--- src/rtl/effect_scheduler_if.sv ---
// effect_scheduler_if: codec-side sample handshakes, effect handshake and processed-pair outputs
//   l_ready/l_data/l_ack, r_ready/r_data/r_ack : receive-side sample handshakes
//   fx_data_ready/fx_data                      : samples handed to the effect
//   fx_read_enable/fx_o_data/fx_data_valid     : effect acceptance and result
//   o_left/o_right/o_valid                     : processed pair to the transmit side
//   timeout_err                                : sticky watchdog abort flag
//   bypass                                     : only when EFFECT_BYPASS_EN is defined
//   modport master is the scheduler; modport slave is its environment
interface effect_scheduler_if #(
   parameter int d_width = 16
);
   logic               l_ready;
   logic [d_width-1:0] l_data;
   logic               l_ack;
   logic               r_ready;
   logic [d_width-1:0] r_data;
   logic               r_ack;
   logic               fx_data_ready;
   logic [d_width-1:0] fx_data;
   logic               fx_read_enable;
   logic [d_width-1:0] fx_o_data;
   logic               fx_data_valid;
   logic [d_width-1:0] o_left;
   logic [d_width-1:0] o_right;
   logic               o_valid;
   logic               timeout_err;
`ifdef EFFECT_BYPASS_EN
   logic               bypass;
`endif
   modport master (
`ifdef EFFECT_BYPASS_EN
      input  bypass,
`endif
      input  l_ready, l_data, r_ready, r_data, fx_read_enable, fx_o_data, fx_data_valid,
      output l_ack, r_ack, fx_data_ready, fx_data, o_left, o_right, o_valid, timeout_err
   );
   modport slave (
`ifdef EFFECT_BYPASS_EN
      output bypass,
`endif
      output l_ready, l_data, r_ready, r_data, fx_read_enable, fx_o_data, fx_data_valid,
      input  l_ack, r_ack, fx_data_ready, fx_data, o_left, o_right, o_valid, timeout_err
   );
endinterface

--- src/rtl/effect_scheduler.sv ---
// effect_scheduler: runs L then R samples through one shared effect and emits the pair atomically
//   clk, reset : clock and asynchronous active-high reset
//   bus        : effect_scheduler_if.master (sample handshakes, effect handshake, pair outputs)
//   Optional macro EFFECT_BYPASS_EN adds bus.bypass: a pair latched with bypass=1 skips the effect.
module effect_scheduler #(
   parameter int d_width = 16,
   parameter int TIMEOUT = 255
) (
   input logic                clk,
   input logic                reset,
   effect_scheduler_if.master bus
);
   localparam int CW = $clog2(TIMEOUT) + 1;
   typedef enum logic [2:0] {IDLE, SEND_L, WAIT_L, GET_R, SEND_R, WAIT_R} state_t;
   state_t             state_q, state_d;
   logic [CW-1:0]      cnt_q, cnt_d;
   logic [d_width-1:0] dry_q, dry_d;
   logic [d_width-1:0] wet_l_q, wet_l_d;
   logic [d_width-1:0] o_left_q, o_left_d;
   logic [d_width-1:0] o_right_q, o_right_d;
   logic               l_ack_q, l_ack_d;
   logic               r_ack_q, r_ack_d;
   logic               o_valid_q, o_valid_d;
   logic               fx_rdy_q, fx_rdy_d;
   logic               terr_q, terr_d;
   logic               byp_q, byp_d;
   logic               byp_in, in_send, in_wait, cap, expire;
   logic [d_width-1:0] wet;
`ifdef EFFECT_BYPASS_EN
   assign byp_in = bus.bypass;
`else
   assign byp_in = 1'b0;
`endif
   assign in_send = (state_q == SEND_L) || (state_q == SEND_R);
   assign in_wait = (state_q == WAIT_L) || (state_q == WAIT_R);
   assign cap     = (in_send && bus.fx_read_enable && bus.fx_data_valid) || (in_wait && bus.fx_data_valid);
   // watchdog abort: the last allowed cycle passed without a result
   assign expire  = (in_send || in_wait) && (cnt_q == CW'(TIMEOUT - 1)) && !cap;
   // an aborted channel falls back to its dry sample
   assign wet     = cap ? bus.fx_o_data : dry_q;
   always_comb begin
      state_d   = state_q;
      cnt_d     = cnt_q;
      dry_d     = dry_q;
      wet_l_d   = wet_l_q;
      o_left_d  = o_left_q;
      o_right_d = o_right_q;
      l_ack_d   = 1'b0;
      r_ack_d   = 1'b0;
      o_valid_d = 1'b0;
      fx_rdy_d  = fx_rdy_q;
      terr_d    = terr_q;
      byp_d     = byp_q;
      case (state_q)
         IDLE: if (bus.l_ready) begin
            dry_d    = bus.l_data;
            wet_l_d  = bus.l_data;
            l_ack_d  = 1'b1;
            cnt_d    = '0;
            byp_d    = byp_in;
            fx_rdy_d = !byp_in;
            state_d  = byp_in ? GET_R : SEND_L;
         end
         SEND_L, WAIT_L: begin
            cnt_d = cnt_q + 1'b1;
            if (cap || expire) begin
               wet_l_d  = wet;
               fx_rdy_d = 1'b0;
               terr_d   = terr_q || expire;
               state_d  = GET_R;
            end else if (state_q == SEND_L && bus.fx_read_enable) begin
               fx_rdy_d = 1'b0;
               state_d  = WAIT_L;
            end
         end
         GET_R: if (bus.r_ready) begin
            dry_d     = bus.r_data;
            r_ack_d   = 1'b1;
            cnt_d     = '0;
            fx_rdy_d  = !byp_q;
            o_left_d  = byp_q ? wet_l_q : o_left_q;
            o_right_d = byp_q ? bus.r_data : o_right_q;
            o_valid_d = byp_q;
            state_d   = byp_q ? IDLE : SEND_R;
         end
         SEND_R, WAIT_R: begin
            cnt_d = cnt_q + 1'b1;
            if (cap || expire) begin
               o_left_d  = wet_l_q;
               o_right_d = wet;
               o_valid_d = 1'b1;
               fx_rdy_d  = 1'b0;
               terr_d    = terr_q || expire;
               state_d   = IDLE;
            end else if (state_q == SEND_R && bus.fx_read_enable) begin
               fx_rdy_d = 1'b0;
               state_d  = WAIT_R;
            end
         end
         default: state_d = IDLE;
      endcase
   end
   always_ff @(posedge clk or posedge reset) begin
      if (reset) begin
         state_q   <= IDLE;
         cnt_q     <= '0;
         dry_q     <= '0;
         wet_l_q   <= '0;
         o_left_q  <= '0;
         o_right_q <= '0;
         l_ack_q   <= 1'b0;
         r_ack_q   <= 1'b0;
         o_valid_q <= 1'b0;
         fx_rdy_q  <= 1'b0;
         terr_q    <= 1'b0;
         byp_q     <= 1'b0;
      end else begin
         state_q   <= state_d;
         cnt_q     <= cnt_d;
         dry_q     <= dry_d;
         wet_l_q   <= wet_l_d;
         o_left_q  <= o_left_d;
         o_right_q <= o_right_d;
         l_ack_q   <= l_ack_d;
         r_ack_q   <= r_ack_d;
         o_valid_q <= o_valid_d;
         fx_rdy_q  <= fx_rdy_d;
         terr_q    <= terr_d;
         byp_q     <= byp_d;
      end
   end
   assign bus.l_ack         = l_ack_q;
   assign bus.r_ack         = r_ack_q;
   assign bus.fx_data_ready = fx_rdy_q;
   assign bus.fx_data       = dry_q;
   assign bus.o_left        = o_left_q;
   assign bus.o_right       = o_right_q;
   assign bus.o_valid       = o_valid_q;
   assign bus.timeout_err   = terr_q;
endmodule
--- src/flat_wrapper.sv ---
// flat-port wrapper written by rule: the top's interface ports become plain ports
module effect_scheduler_flat 
#(
   parameter int d_width = 16,
   parameter int TIMEOUT = 255
)
  (clk, reset, bus_l_ready, bus_l_data, bus_r_ready, bus_r_data, bus_fx_read_enable, bus_fx_o_data, bus_fx_data_valid, bus_l_ack, bus_r_ack, bus_fx_data_ready, bus_fx_data, bus_o_left, bus_o_right, bus_o_valid, bus_timeout_err);
  effect_scheduler_if #(.d_width(d_width)) bus_i ();
  input logic clk;
  input logic reset;
  input wire logic [$bits(bus_i.l_ready)-1:0] bus_l_ready;
  input wire logic [$bits(bus_i.l_data)-1:0] bus_l_data;
  input wire logic [$bits(bus_i.r_ready)-1:0] bus_r_ready;
  input wire logic [$bits(bus_i.r_data)-1:0] bus_r_data;
  input wire logic [$bits(bus_i.fx_read_enable)-1:0] bus_fx_read_enable;
  input wire logic [$bits(bus_i.fx_o_data)-1:0] bus_fx_o_data;
  input wire logic [$bits(bus_i.fx_data_valid)-1:0] bus_fx_data_valid;
  output wire logic [$bits(bus_i.l_ack)-1:0] bus_l_ack;
  output wire logic [$bits(bus_i.r_ack)-1:0] bus_r_ack;
  output wire logic [$bits(bus_i.fx_data_ready)-1:0] bus_fx_data_ready;
  output wire logic [$bits(bus_i.fx_data)-1:0] bus_fx_data;
  output wire logic [$bits(bus_i.o_left)-1:0] bus_o_left;
  output wire logic [$bits(bus_i.o_right)-1:0] bus_o_right;
  output wire logic [$bits(bus_i.o_valid)-1:0] bus_o_valid;
  output wire logic [$bits(bus_i.timeout_err)-1:0] bus_timeout_err;
  assign bus_i.l_ready = bus_l_ready;
  assign bus_i.l_data = bus_l_data;
  assign bus_i.r_ready = bus_r_ready;
  assign bus_i.r_data = bus_r_data;
  assign bus_i.fx_read_enable = bus_fx_read_enable;
  assign bus_i.fx_o_data = bus_fx_o_data;
  assign bus_i.fx_data_valid = bus_fx_data_valid;
  assign bus_l_ack = bus_i.l_ack;
  assign bus_r_ack = bus_i.r_ack;
  assign bus_fx_data_ready = bus_i.fx_data_ready;
  assign bus_fx_data = bus_i.fx_data;
  assign bus_o_left = bus_i.o_left;
  assign bus_o_right = bus_i.o_right;
  assign bus_o_valid = bus_i.o_valid;
  assign bus_timeout_err = bus_i.timeout_err;
  effect_scheduler #(.d_width(d_width), .TIMEOUT(TIMEOUT)) u_core (.clk(clk), .reset(reset), .bus(bus_i));
endmodule
--- config.mk ---
export PLATFORM = sky130hd
export DESIGN_NAME = effect_scheduler_flat
export DESIGN_NICKNAME = d
export VERILOG_FILES = /design/src/rtl/effect_scheduler_if.sv /design/src/rtl/effect_scheduler.sv /design/src/flat_wrapper.sv
export SDC_FILE = /design/constraint.sdc
export NUM_CORES = 1
export LEC_CHECK = 0
export CAP_MARGIN = 20
export CORE_MARGIN = 2
export CORE_UTILIZATION = 30
export DETAILED_ROUTE_END_ITERATION = 7
export GPL_TIMING_DRIVEN = 0
export PLACE_DENSITY = 0.61
export SLEW_MARGIN = 20
export SYNTH_ARGS = -nofsm -noshare
export SYNTH_HDL_FRONTEND = slang
export SYNTH_SLANG_ARGS = --single-unit
--- constraint.sdc ---
create_clock -name clk -period 3 [get_ports clk]
set_input_delay 0.3 -clock clk [delete_from_list [all_inputs] [get_ports clk]]
set_output_delay 0.3 -clock clk [all_outputs]
set_load 0.02 [all_outputs]
Yosys cells after proc, flatten, opt, wreduce, memory -nomap -nowiden
Index checks and enable logic that the tools add are counted.
Word-level totals
  register bits after elaboration: 81
  input bits: 54
  output and inout port bits: 53
  logic and storage cells: 87
Cells by class
  $add $sub $neg: 1
  equality and inequality tests: 12
  muxes and demuxes: 32
  bitwise operators: 1
  reduce and logical (&&, ||, !) cells: 30
Operators with widths (number)
  16-bit two-way mux: 7
  16-bit case mux with 2 select lines: 2
  9-bit case mux with 3 select lines: 1
  3-bit two-way mux: 6
  9-bit two-way mux: 2
  1-bit two-way mux: 12
  3-bit case mux with 4 select lines: 1
  9-bit by 1-bit adder with 9-bit output (second input constant): 1
  9-bit by 8-bit == test with 1-bit output (second input constant): 1
  3-bit AND reduction: 3
  4-bit AND reduction: 2
  1-bit logical AND: 7
  3-bit by 2-bit == test with 1-bit output (second input constant): 2
  3-bit == test (second input constant): 2
  1-bit logical OR: 6
  3-bit by 1-bit inequality test with 1-bit output (second input constant): 2
  2-bit nonzero test: 3
  5-bit AND reduction: 1
  2-bit by 1-bit inequality test with 1-bit output (second input constant): 2
  2-bit inequality test (second input constant): 2
  1-bit case mux with 4 select lines: 1
  4-bit nonzero test: 1
  2-bit OR reduction: 2
  4-bit OR reduction: 1
  other kinds (6): 6

Logic depth before layout (Yosys ltp)
  depth in word-level cells: 10
  gate-level depth with buffers: 9
  depth with buffers taken out: 7

Worst setup path before layout
OpenSTA, ideal clock, no wires.
  path type: register to register
  from: register u_core.state_q[0]
  to: register u_core.o_left_q[0], in the netlist u_core.bus.o_left[0]
  setup time: 125 ps
  arrival time: 1755 ps
  data required time: 2875 ps
  setup slack: 1121 ps
  stages on the path, launching flop included: 7
  path buffers: 2
  clock period less this slack: 1879 ps
  path through: dfrtp_1 > buf_6 > o21a_1 > o311a_4 > o21bai_2 > buf_2 > mux2_2
On the way
  word-level cells in the longest chain between the ends: 10
  elaborated cells between the ends (all ways): 22
  classes of those cells: eq/ne (7); bitwise (1); reduce/logical (14)
Ends and longest elaborated chain
  from (decl): line effect_scheduler.sv:15  | state_t state_q, state_d;
  from (signal assigned): line effect_scheduler.sv:118  | state_q <= state_d;
  3-bit by 1-bit == test with 1-bit output or 3-bit == test (tied branches): line effect_scheduler.sv:34, effect_scheduler.sv:54
  1-bit logical OR: line effect_scheduler.sv:34  | assign in_send = (state_q == SEND_L) || (state_q == SEND_R);
  1-bit logical AND (2 in a row): line effect_scheduler.sv:36  | assign cap = (in_send && bus.fx_read_enable && bus.fx_data_valid) || (in_wait && bus.fx_data_valid);
  1-bit logical OR: line effect_scheduler.sv:36
  1-bit zero test: line effect_scheduler.sv:38  | assign expire = (in_send || in_wait) && (cnt_q == CW'(TIMEOUT - 1)) && !cap;
  1-bit logical AND: line effect_scheduler.sv:38
  1-bit logical OR: line effect_scheduler.sv:88  | if (cap || expire) begin
  2-bit by 1-bit inequality test with 1-bit output (no line)
  4-bit AND reduction (no line) (*)
  to (signal assigned): line effect_scheduler.sv:122  | o_left_q <= o_left_d;
  to (decl): line effect_scheduler.sv:19  | logic [d_width-1:0] o_left_q, o_left_d;
Mark *: on every way between the ends. The rest lies on a longest branch, timed or not.
A chain may end at the register's enable or synchronous reset.

Final worst setup path
  from: register u_core.state_q[2]
  to: register u_core.dry_q[8], in the netlist u_core.bus.fx_data[8]
On the way
  word-level cells in the longest chain between the ends: 3
  elaborated cells between the ends (all ways): 7
  classes of those cells: eq/ne (3); mux (1); reduce/logical (3)
Ends and longest elaborated chain
  3-bit by 2-bit == test with 1-bit output or 3-bit zero test (tied branches): line effect_scheduler.sv:54  | case (state_q)
  2-bit inequality test (no line) or 2-bit nonzero test (tied branches)
  3-bit AND reduction (no line)
  to (signal assigned): line effect_scheduler.sv:120  | dry_q <= dry_d;
  to (decl): line effect_scheduler.sv:17  | logic [d_width-1:0] dry_q, dry_d;
Parallel ways exist; a longest one is shown, timed or not.

==> results.toml <==
[run_status]
status = "completed"

[route]
drc = 0
ant_nets = 0
drt_wl_total_um = 11100
initialDrtViolationCount = 140
viasPerCell = 4.85
wl_per_cell_um = 17.2
num_vias = 3134
drtPass1Iterations = 4

[final_layout]
post-route-util = 0.432
multi_input_area_um2 = 1640
fillCellCount = 1239
register_area_um2 = 2030
fin_nets = 525
drive_gt1_frac = 0.114
syn2layout_area_growth_pct = 41.6
diodes = 0
fin_area_um2 = 5400

[floorplan]
core.rowCount = 41
die_y_um = 117
initial_utilization = 0.305
die_area_um2 = 13600
fp.dieW_um = 117
ioPinCount = 107
core_um2 = 12500

[timing]
holdWs_ns = 0.307
slew_headroom = 0.459
period_share = 0.781
clock_skew_ns = 0.00616
tightestPinTransition_ns = 0.810
setup_viol_count_final = 0
rsz0062_at_grt = "false"
min_period_ns = 2.34
finalMaxSlewViolations = 0
hold_viol = 0
fmax_mhz = 427

[power]
ir_drop_mv = 0.464
comb_power_share = 0.514
p_sw_mw = 2.46
total_power_mw = 5.93
leakagePower_nw = 2.46
p_int_mw = 3.47
power.share.clock = 0.172
pwr-share-seq = 0.314
swShare = 0.415
power_density_nw_per_um2 = 1100

[yosys]
yosysSeqAreaShare = 0.531
mappedNetlistArea_um2 = 3820
syn_inst = 351
synth-edff-count = 0
synth-seq-cells = 81
avgSynthCellArea_um2 = 10.9
synthArstFlopShare = 1.00
synth_cell_type_count = 42
yosys_warnings = 0
dominantRegCellSynth = "dfrtp_1"
syn_nets = 407

[min_path]
worstHoldPathType = "in -> async"

[clock_tree]
hold_buffers = 0
path_clk_slew_ns = 0.06
clock-sinks = 81
cts_tree = "yes"
htreeDepth = 3
cts_buffers = 9
clock_path_buffers = 2
post_cts_buffers = 0
root_buffer = "clkbuf_16"
clk_latency_ns = 0.33
cts_resized = 0

[global_route]
antenna_found_initial = 0
grt_pass1_vias = 3147
gr-usage-all-layers = 0.168
grt_pass1_wl_um = 17100
grt-ovfl-total = 0
grt_max_degree = 57

[place]
dpl-instance-area_um2 = 5120
gp_congestion = 0.795
hpwl_um = 7970
io_buffers = 106

[critical_path]
cp.required_ns = 3.19
start_kind = "register"
arrival_ns = 2.54
crit_type = "reg -> reg"
crit_path_max_fanout = 10
worst_setup_path_end_kind = "register"

[run]
maxCapViolations = 0
## worst paths after layout
path                                               end  slack [ns]  cells after the start                    from
worst max register to register   u_core.bus.fx_data[8]        0.66                      6       u_core.state_q[2]
worst max-delay path             u_core.bus.fx_data[8]        0.66                      6       u_core.state_q[2]
min in group clk                u_core.bus.timeout_err        0.46                      1  u_core.bus.timeout_err
worst min register to register  u_core.bus.timeout_err        0.46                      1  u_core.bus.timeout_err
max in group asynchronous              u_core.cnt_q[6]        2.11                      3                   reset
worst min-delay path                 u_core.state_q[1]        0.31                      2                   reset
## synthesized netlist by cell type (4+ instances only)
master | count | area [um2]
buf_4 | 8 | 60.1
buf_2 | 4 | 20.0
mux2_2 | 16 | 180
or3_1 | 4 | 25.0
nand2_1 | 23 | 86.3
clkbuf_1 | 9 | 33.8
inv_1 | 6 | 22.5
o21ai_0 | 22 | 110
a211oi_1 | 18 | 135
xor2_1 | 4 | 35.0
a21oi_1 | 23 | 115
mux2i_1 | 32 | 320
a21o_1 | 18 | 135
dfrtp_1 | 81 | 2030
nor2_1 | 45 | 169
## cells in the final DEF (no fill, tap or decap), types with 2 or more instances in the layout
master / synthesis / layout
a211oi_1: 18 / 18
a21o_1: 18 / 18
a21oi_1: 23 / 23
and2_1: 2 / 2
and3_1: 2 / 2
buf_2: 4 / 4
buf_4: 8 / 8
clkbuf_1: 9 / 9
clkbuf_16: 0 / 9
clkdlybuf4s50_1: 0 / 106
clkinv_4: 0 / 2
clkinvlp_4: 0 / 3
dfrtp_1: 81 / 81
ha_1: 2 / 2
inv_1: 6 / 5
mux2_2: 16 / 16
mux2i_1: 32 / 32
nand2_1: 23 / 23
nand3_1: 3 / 3
nand4_1: 3 / 3
nor2_1: 45 / 45
nor2b_1: 2 / 2
nor3_1: 3 / 3
o21a_1: 2 / 2
o21ai_0: 22 / 22
or3_1: 4 / 4
xor2_1: 4 / 4
## sequential cells by signal, summed over array words and instances (netlist names)
signal / cells
u_core.bus.fx_data: 16
u_core.bus.o_left: 16
u_core.bus.o_right: 16
u_core.wet_l_q: 16
u_core.cnt_q: 9
u_core.state_q: 3
u_core.bus.fx_data_ready: 1
u_core.bus.l_ack: 1
u_core.bus.o_valid: 1
u_core.bus.r_ack: 1
u_core.bus.timeout_err: 1
## cell type report
type	instances	share of cell area
plain buffers	22	0.0232
clock buffers	9	0.0417
clock inverters	7	0.0104
inverters	6	0.00463
multi-input cells	242	0.304
flip-flops and latches	81	0.375
well taps	172	0.0398
repair buffers	107	0.201
## cells by family after synthesis
| logic type | Yosys count | synth area share |
|---|---|---|
| buffers and inverters | 28 | 0.0387 |
| DFF | 81 | 0.531 |
| AOI/OAI and AO/OA | 93 | 0.167 |
| adders and majority gates | 2 | 0.00656 |
| muxes | 48 | 0.131 |
| and+or+nand+nor | 94 | 0.114 |
| xor gates and xnor gates | 5 | 0.0115 |
## routing by layer
metal | part of all wire | track usage
met5 | 0 | 0
met4 | 0.0096 | 0.0384
met3 | 0.064 | 0.0402
met2 | 0.46 | 0.257
met1 | 0.46 | 0.242
## power groups by stage
stage          clock network [mW]  registers (mW)  logic, mW
3_3_place_gp                    0            1.86       3.01
2_1_floorplan                   0            2.18       1.49
6_report                     1.02            1.86       3.05
4_1_cts                      1.04            1.86       3.07
3_5_place_dp                    0            1.88       3.06
5_1_grt                      1.09            1.92       3.31
## critical path, cell delays in order, from the launching register on
cell,delay [ns]
dfrtp_1,0.49
buf_2,0.27
nor2b_1,0.09
nand2_1,0.60
buf_4,0.38
mux2i_1,0.26
a21oi_1,0.09
## stage by stage
step	setup TNS (ns)	setup WS (ns)	instances
3_3_place_gp	-60.83	-0.758	629
6_report	0	0.658	646
2_1_floorplan	0	0.620	351
4_1_cts	0	0.699	646
5_1_grt	0	0.533	646
3_5_place_dp	0	0.470	630
Note: power is estimated with default switching activity, not from simulation.
==> patch: new RTL, same flow settings <==
`TIMEOUT` is set to 255 in 2 places; all go to 510.
--- a/src/rtl/effect_scheduler.sv
+++ b/src/rtl/effect_scheduler.sv
@@ -6,3 +6,3 @@
    parameter int d_width = 16,
-   parameter int TIMEOUT = 255
+   parameter int TIMEOUT = 510
 ) (
--- a/src/flat_wrapper.sv
+++ b/src/flat_wrapper.sv
@@ -4,3 +4,3 @@
    parameter int d_width = 16,
-   parameter int TIMEOUT = 255
+   parameter int TIMEOUT = 510
 )
Formal check against the unedited RTL: same outputs for any inputs over 10 cycles, from zero or initial values and one cycle with reset high; that may be too few to reach the edited logic, so the function may still have changed.
==> patch against the original RTL <==
Power up 13%; sequential cell count up 1; area after synthesis up 2.2%; wire length up 2.7%; sequential share of layout area down 0.51 points; highest routed layer unchanged; largest power group unchanged; cell count up 0.62%; setup slack worse by 0.14 ns; non-clock buffer count up 2; cell area up 2.6%; fmax down 5.8%; critical path depth up 1; critical endpoint unchanged.
==> patch: results (changes against the original RTL) <==
* Status: completed
* Setup slack on the worst flop-to-flop path at 0.51 ns (-0.14 ns)
* Mux cell area share after synthesis at 18.4% (+5.3 points)
* Total global routing track utilization at 16.7% (-0.034 points)
* Share of the final layout cell area in multi-input gates at 30.8% (+0.41 points)
* Area delta synth->final at 42.2%
* Setup WS pre-CTS at 0.413 ns (-0.0565 ns)
* Number of vias per cell at 4.88 (+0.62%)
* Placer's final routability congestion estimate at 0.839 (+5.5%)
* CP arrival at 2.74 ns (+0.20 ns)
* Leading post-synthesis cells by instance count: sky130_fd_sc_hd__dfrtp_1 (82), sky130_fd_sc_hd__nor2_1 (45), sky130_fd_sc_hd__a21oi_1 (37), sky130_fd_sc_hd__mux2i_1 (32), sky130_fd_sc_hd__nand2_1 (23)
* Flops & latches, synth at 82 (+1.2%)
* Reg area at 2050 um2 (+1.2%)
* Number of library cell types mapped by synthesis at 43 (+2.4%)
* Count of nets after finishing at 530 (+0.95%)
* Avg Inst Size Synth at 11.0 um2 (+0.76%)
* Routed Wire Length at 11.4 mm (+2.7%)
* Final standard cell count with taps included and fillers excluded at 650 (+0.62%)
* Worst clock skew at 0.00723 ns (+0.00107 ns)
* Layout filler cell count at 1,224 (-1.2%)
* Non-clock inverter total of the final layout at 4 (-2)
* Routed met3 length at 605 um (-15%)
* Routed met2 length at 5.46 mm (+6.0%)
* Top post-synthesis cells by area: sky130_fd_sc_hd__dfrtp_1 (53%), sky130_fd_sc_hd__mux2i_1 (8.2%), sky130_fd_sc_hd__mux2_2 (6.4%), sky130_fd_sc_hd__a21oi_1 (4.7%), sky130_fd_sc_hd__nor2_1 (4.3%)
* DP Area at 5210 um2 (+1.6%)
* Number of non-clock buffers in the layout at 131 (+1.6%)
* Total number of multi-input combinational cells at 246 (+1.7%)
* Global-route wire length before repair at 18.1 mm (+5.6%)
* M1 WL at 5.19 mm (+0.82%)
* Area share of xor/xnor cells in the synthesized design at 2.21% (+1.1 points)
* Complex-gate fraction of the synthesized area at 11.2% (-5.5 points)
* Via count of the first global-routing pass at 3,264 (+3.7%)
* Min Tclk post-route at 2.49 ns (+0.143 ns)
* Signal buf overhead at 21.9% (-0.58 points)
* First-iteration detailed-routing DRC count at 220 (+57%)
* Layout cells sized above 1 at 14.2% (+2.8 points)
* Layout clock area frac at 6.14% (+0.93 points)
* Number of nets in the synthesized netlist at 412 (+1.2%)
* Startpoint of the worst register-to-register path: u_core.state_q[1]
* Hold slack final at 0.307 ns (+0.000341 ns)
* Sequential fraction of the synthesis area at 52.6% (-0.50 points)
* GR met2 Demand/Resource at 27.8% (+2.2 points)
* Category of cells accounting for the largest share of critical-path delay: buffers and inverters
* M3 GR Usage at 3.97% (-0.044 points)
==> patch: changes by cell type after synthesis, moves of 3 or more <==
cell | before | now
sky130_fd_sc_hd__a21oi_1 | 23 | 37
sky130_fd_sc_hd__clkbuf_1 | 9 | 13
sky130_fd_sc_hd__buf_2 | 4 | 9
sky130_fd_sc_hd__a31oi_1 | 0 | 3
sky130_fd_sc_hd__mux2_4 | 0 | 10
sky130_fd_sc_hd__mux2_2 | 16 | 22
sky130_fd_sc_hd__a21o_1 | 18 | 2
sky130_fd_sc_hd__buf_4 | 8 | 0
sky130_fd_sc_hd__or3_1 | 4 | 1
sky130_fd_sc_hd__a211oi_1 | 18 | 2
sky130_fd_sc_hd__xor2_1 | 4 | 7
==> patch: report_power, final <==
group	leakage [nW]	switching, mW	internal (mW)	total (mW)
clock network	0.162	0.465	0.813	1.28
registers	1.00	0.304	1.60	1.91
logic	1.32	1.90	1.61	3.51
total	2.49	2.67	4.03	6.70
